`src/rtl/fifo_sync_param.sv`:
```
// Parametrised single-clock FIFO with internal pointers, occupancy count and threshold flags.
// Define FIFO_ERR_EN to build the sticky overflow/underflow error flags; otherwise they read 0.
module fifo_sync_param #(
   parameter int unsigned DATA_WIDTH = 10,
   parameter int unsigned ADDR_WIDTH = 3,
   parameter int unsigned AF_MARGIN  = 2,
   parameter int unsigned AE_MARGIN  = 2
) (
   input  logic                  clk,
   input  logic                  reset,
   input  logic                  push,
   input  logic [DATA_WIDTH-1:0] fifo_Data_in,
   input  logic                  pop,
   output logic [DATA_WIDTH-1:0] fifo_Data_out,
   output logic                  valid_out,
   output logic                  full,
   output logic                  empty,
   output logic                  almost_full,
   output logic                  almost_empty,
   output logic [ADDR_WIDTH:0]   fifo_count,
   output logic                  overflow_err,
   output logic                  underflow_err
);

   localparam int unsigned DEPTH = 2 ** ADDR_WIDTH;
   localparam logic [ADDR_WIDTH:0] FullCnt = (ADDR_WIDTH + 1)'(DEPTH);
   localparam logic [ADDR_WIDTH:0] AfCnt   = (ADDR_WIDTH + 1)'(DEPTH - AF_MARGIN);
   localparam logic [ADDR_WIDTH:0] AeCnt   = (ADDR_WIDTH + 1)'(AE_MARGIN);
   localparam logic [ADDR_WIDTH:0] One     = (ADDR_WIDTH + 1)'(1);

   logic [DATA_WIDTH-1:0] mem [DEPTH];
   logic [ADDR_WIDTH:0]   wr_ptr_q, wr_ptr_d;
   logic [ADDR_WIDTH:0]   rd_ptr_q, rd_ptr_d;
   logic [ADDR_WIDTH:0]   count_q, count_d;
   logic [DATA_WIDTH-1:0] dout_q, dout_d;
   logic                  valid_q;
   logic                  wr_en, rd_en;

   // Flags decode only from the registered count, never from push/pop.
   assign full         = (count_q == FullCnt);
   assign empty        = (count_q == '0);
   assign almost_full  = (count_q >= AfCnt);
   assign almost_empty = (count_q <= AeCnt);
   assign fifo_count   = count_q;
   assign fifo_Data_out = dout_q;
   assign valid_out    = valid_q;

   // A pop on a full FIFO frees a slot in the same cycle; no bypass when empty.
   assign wr_en = push && (!full || pop);
   assign rd_en = pop && !empty;

   always_comb begin
      wr_ptr_d = wr_ptr_q;
      rd_ptr_d = rd_ptr_q;
      count_d  = count_q;
      dout_d   = dout_q;
      if (wr_en) wr_ptr_d = wr_ptr_q + One;
      if (rd_en) begin
         rd_ptr_d = rd_ptr_q + One;
         dout_d   = mem[rd_ptr_q[ADDR_WIDTH-1:0]];
      end
      if (wr_en && !rd_en) count_d = count_q + One;
      else if (rd_en && !wr_en) count_d = count_q - One;
   end

   always_ff @(posedge clk or posedge reset) begin
      if (reset) begin
         wr_ptr_q <= '0;
         rd_ptr_q <= '0;
         count_q  <= '0;
         dout_q   <= '0;
         valid_q  <= 1'b0;
      end else begin
         wr_ptr_q <= wr_ptr_d;
         rd_ptr_q <= rd_ptr_d;
         count_q  <= count_d;
         dout_q   <= dout_d;
         valid_q  <= rd_en;
      end
   end

   // Storage is not reset.
   always_ff @(posedge clk) begin
      if (wr_en && !reset) mem[wr_ptr_q[ADDR_WIDTH-1:0]] <= fifo_Data_in;
   end

`ifdef FIFO_ERR_EN
   logic ovf_q, unf_q;

   always_ff @(posedge clk or posedge reset) begin
      if (reset) begin
         ovf_q <= 1'b0;
         unf_q <= 1'b0;
      end else begin
         if (push && full && !pop) ovf_q <= 1'b1;
         if (pop && empty) unf_q <= 1'b1;
      end
   end

   assign overflow_err  = ovf_q;
   assign underflow_err = unf_q;
`else
   assign overflow_err  = 1'b0;
   assign underflow_err = 1'b0;
`endif

endmodule

```
`config.mk`:
```
export PLATFORM = sky130hd
export DESIGN_NAME = fifo_sync_param
export DESIGN_NICKNAME = d
export VERILOG_FILES = /design/src/rtl/fifo_sync_param.sv
export SDC_FILE = /design/constraint.sdc
export NUM_CORES = 1
export LEC_CHECK = 0
export ABC_AREA = 1
export CAP_MARGIN = 0
export CORE_MARGIN = 2
export CORE_UTILIZATION = 44
export CTS_CLUSTER_DIAMETER = 40
export CTS_CLUSTER_SIZE = 25
export DETAILED_ROUTE_END_ITERATION = 10
export MAX_ROUTING_LAYER = met4
export PLACE_DENSITY_LB_ADDON = 0.08
export SLEW_MARGIN = 25
export SYNTH_ARGS = -nofsm -noshare
export SYNTH_HDL_FRONTEND = slang
export SYNTH_SLANG_ARGS = --single-unit
```
`constraint.sdc`:
```
create_clock -name clk -period 2 [get_ports clk]
set_input_delay 0.5 -clock clk [delete_from_list [all_inputs] [get_ports clk]]
set_output_delay 0.5 -clock clk [all_outputs]
set_load 0.03 [all_outputs]
```
==> results.txt, run 1 <==
In the layout the commonest cells are nand2_1, edfxtp_1, inv_1. The critical path goes through buf_4, nor4_2, buf_4. The highest cell delay on the worst timing path came out at 430 ps. In the synthesized netlist the dominant register cell turns out to be edfxtp_1.

Cells with a size suffix above 1 make up 15.7% of the layout. Cells fill 54.1% of the core in the end. Including well taps, the total number of placed cells is 619. In this run the core area contains 36 standard-cell rows. For this design the ratio of total power to cell area is 1320 nW/µm².

Setup violations remaining at the end of the flow were counted as 0. For this run, the register share of the synthesized area comes to 65.4%. For the number of filler instances in the final layout, the log shows 923. Port buffering added 32 buffers.

In the final routed layout, each cell accounts on average for 15.3 µm. The root buffer cell chosen for the clock tree is clkbuf_8. The top cell type by area accounts for 53.6% of the synthesized area. After synthesis, the mean cell area works out to 10.2 µm².

The count of nets left with antenna violations after detail routing came out at 0. Worst min-delay path category: reg -> reg. The number of global-route vias before repair came out at 2922.

The pre-antenna-repair detailed-routing pass consisted of 4 iterations. In the global route stage, overall resource usage came out at 19.1%. After detailed routing, the number of vias per cell comes to 4.71. The cell with the biggest individual delay on the critical path was dfrtp_2. Clock buffer count from CTS: 9. Setup repair after global routing left no endpoint under its margin. The total overflow left after global routing is 0. The die footprint came out at 11000 µm². For the setup slack after layout, the log shows 76.5 ps.

The clock arrives with 7.94 ps of skew. Together, buffers and inverters on the worst path number 2. The width of the chip is 105 µm, and the clock edge transition at the registers on the reported setup and hold paths is 100 ps.

The most common library cell in the layout ignoring fill and taps is nand2_1. Grouping stages by cell kind, the critical path spends the most delay in flip-flops. The most numerous cell type found on the critical path is buf_4.

Yosys printed 0 warnings. Routability-driven placement finished with a final weighted congestion of 0.787. Yosys mapped a number of flops with a built-in enable equal to 80. In this run the count of I/O pins placed on the die edge is 35.

Counting flops and latches in the post-synthesis netlist gives 101. The number of max-cap violations is 0. By startpoint and endpoint, the worst setup path is classified as reg -> out. The run finished with clean final reports. The clock passes through at most 2 buffers. The final routed wirelength across all metal layers is 9690 µm. For the wire length of the first global-routing pass, the log shows 15300 µm. The final layout contains 517 nets. The cell taking the most area after synthesis is edfxtp_1. For the initial antenna violation count, the log shows 0. Leaving out filler cells and counting taps, the final layout contains 635. After technology mapping, the gate count stands at 440. The endpoint class of the critical path was a primary output. For this run, design rule violations remaining after detail routing come to 0.

OpenSTA, run right after detailed placement, puts the worst setup slack at -431 ps. For this configuration, the core starts out at a cell density of 45.6%. Yosys mapped the design onto 25 distinct sky130hd cell types.

The final route contains 2994 vias. For this run, the top clock speed supported by timing is 520 MHz. The final count of pins violating max slew was 0. The tightest hold path in the finished design has a slack of 487 ps. For the sequential cell area, the log shows 2930 µm². The standby leakage power is 2.38 nW.

For the critical path arrival, the log shows 1420 ps. STA puts the critical path data required time at 1500 ps. The tree built by TritonCTS fans out to 101 sinks. The multi-input combinational cells in the finished layout cover a total of 1180 µm². Height of the die: 105 µm. At the later pin of the worst-skew pair, clock insertion delay measures 370 ps. The maximum vdd ir drop is 0.000534 V, and the maximum number of pins on one net before global-route repair is 42. The cell area that synthesis handed to floorplanning was 4480 µm². The number of antenna diodes in the final layout is 0. Summed over all nets, the half-perimeter wirelength after detailed placement is 6540 µm. The element type at the critical path start was a flop. The largest fanout of any net on the critical path was 6; the area of the placeable core was 9820 µm². TritonCTS built the clock tree.

Counting flops with an async set or reset pin after synthesis yields a share of 20.8%. By area the synthesized netlist is led by edfxtp_1, nand2_1, dfrtp_1. In this run, the number of DRC markers left after iteration 0 of detailed routing was 177. The area added between synthesis and finish is 18.7%, and the minimum clock period is 1920 ps. The logs give 3 for the depth of the CTS H-tree and 0 for the count of endpoints failing hold in the final timing report. In the finished design, the share of the clock period the worst path needs comes to 96.2%.
[what timing repair did]
| item | in CTS | in global routing |
|---|---|---|
| hold endpoints to repair | 0 | 0 |
| setup endpoints to repair | 8 | 4 |
| hold buffers | 0 | 0 |
| pin swaps | 1 | 2 |
| buffers inserted | 0 | 0 |
| resized for setup | 17 | 11 |
[per-stage QoR]
step | setup TNS (ps) | area, µm² | total power [mW]
global route | 0 | 5320 | 7.47
global placement | -12650 | 5120 | 5.86
detailed placement | -12580 | 5120 | 5.89
floorplan | -114 | 4500 | 4.86
CTS | 0 | 5310 | 7.04
finish | 0 | 5320 | 7.02
[registers in the layout, indices dropped and copies added, names as in the netlist]
name and cells:
fifo_Data_out 10, valid_out 1, rd_ptr_q 3, fifo_count 4
mem 80, wr_ptr_q 3
[report_power, final]
group          internal [mW]  switching, mW
Sequential              2.59          0.179
Combinational           1.11           1.95
Clock                  0.455          0.728
Total                   4.16           2.86
[worst min-delay path: stages (launching register included)]
cell and delay, ps:
dfrtp_1 360, nand2_1 50, nand2_1 50
[metal layers]
layer,vias up,global-route usage [%],share of wire [%]
met4,0,7.62,2.2
met1,1400,25.2,47
met2,71,29.1,45
met3,18,3.93,5.0
met5,-,-,0
li1,1505,-,-
[cell usage after synthesis (2+ instances only)]
| library cell | number |
|---|---|
| buf_2 | 6 |
| buf_4 | 3 |
| buf_6 | 5 |
| clkbuf_1 | 5 |
| dfrtp_1 | 21 |
| edfxtp_1 | 80 |
| ha_1 | 5 |
| inv_1 | 73 |
| nand2_1 | 145 |
| nand2_4 | 2 |
| nand3_1 | 64 |
| nor2_1 | 7 |
| nor2_2 | 5 |
| o21ai_0 | 5 |
| xnor2_1 | 3 |
| xor2_1 | 2 |
[logic make-up after synthesis]
kind of cell	share of synthesized area, %
buffers and inverters	9.19
other	0.0837
DFF	65.4
and+or+nand+nor	22.0
adders and majority gates	1.84
xor gates and xnor gates	0.978
AOI/OAI and AO/OA	0.559
[path summary, 6_finish.rpt]
kind | startpoint | end | slack (ps) | cells past startpoint
max in group asynchronous | reset | fifo_count[3]$_DFFE_PP0P_ | 1180 | 3
min | fifo_Data_out[3]$_DFFE_PP0P_ | fifo_Data_out[3]$_DFFE_PP0P_ | 490 | 2
max | fifo_count[0]$_DFFE_PP0P_ | full | 80 | 3
max reg2reg | fifo_count[1]$_DFFE_PP0P_ | fifo_count[3]$_DFFE_PP0P_ | 120 | 13
min in group asynchronous | reset | rd_ptr_q[1]$_DFFE_PP0P_ | 590 | 3
min reg2reg | fifo_Data_out[3]$_DFFE_PP0P_ | fifo_Data_out[3]$_DFFE_PP0P_ | 490 | 2
[cell type report]
class	instances	area share (%)
clock buffer	9	2.33
clock inverter	7	0.918
inverter	75	5.39
multi-input combinational	246	22.3
sequential	101	55.2
tap	133	3.13
timing repair buffer	64	10.8
No activity file was read; power rests on OpenSTA's default activity.
==> run 2, diff against run 1 <==
Settings changed: CTS_CLUSTER_SIZE 25 to 10.
==> results of run 2 <==
Same layout as run 1: the final DEF is identical, and so are final timing and power.
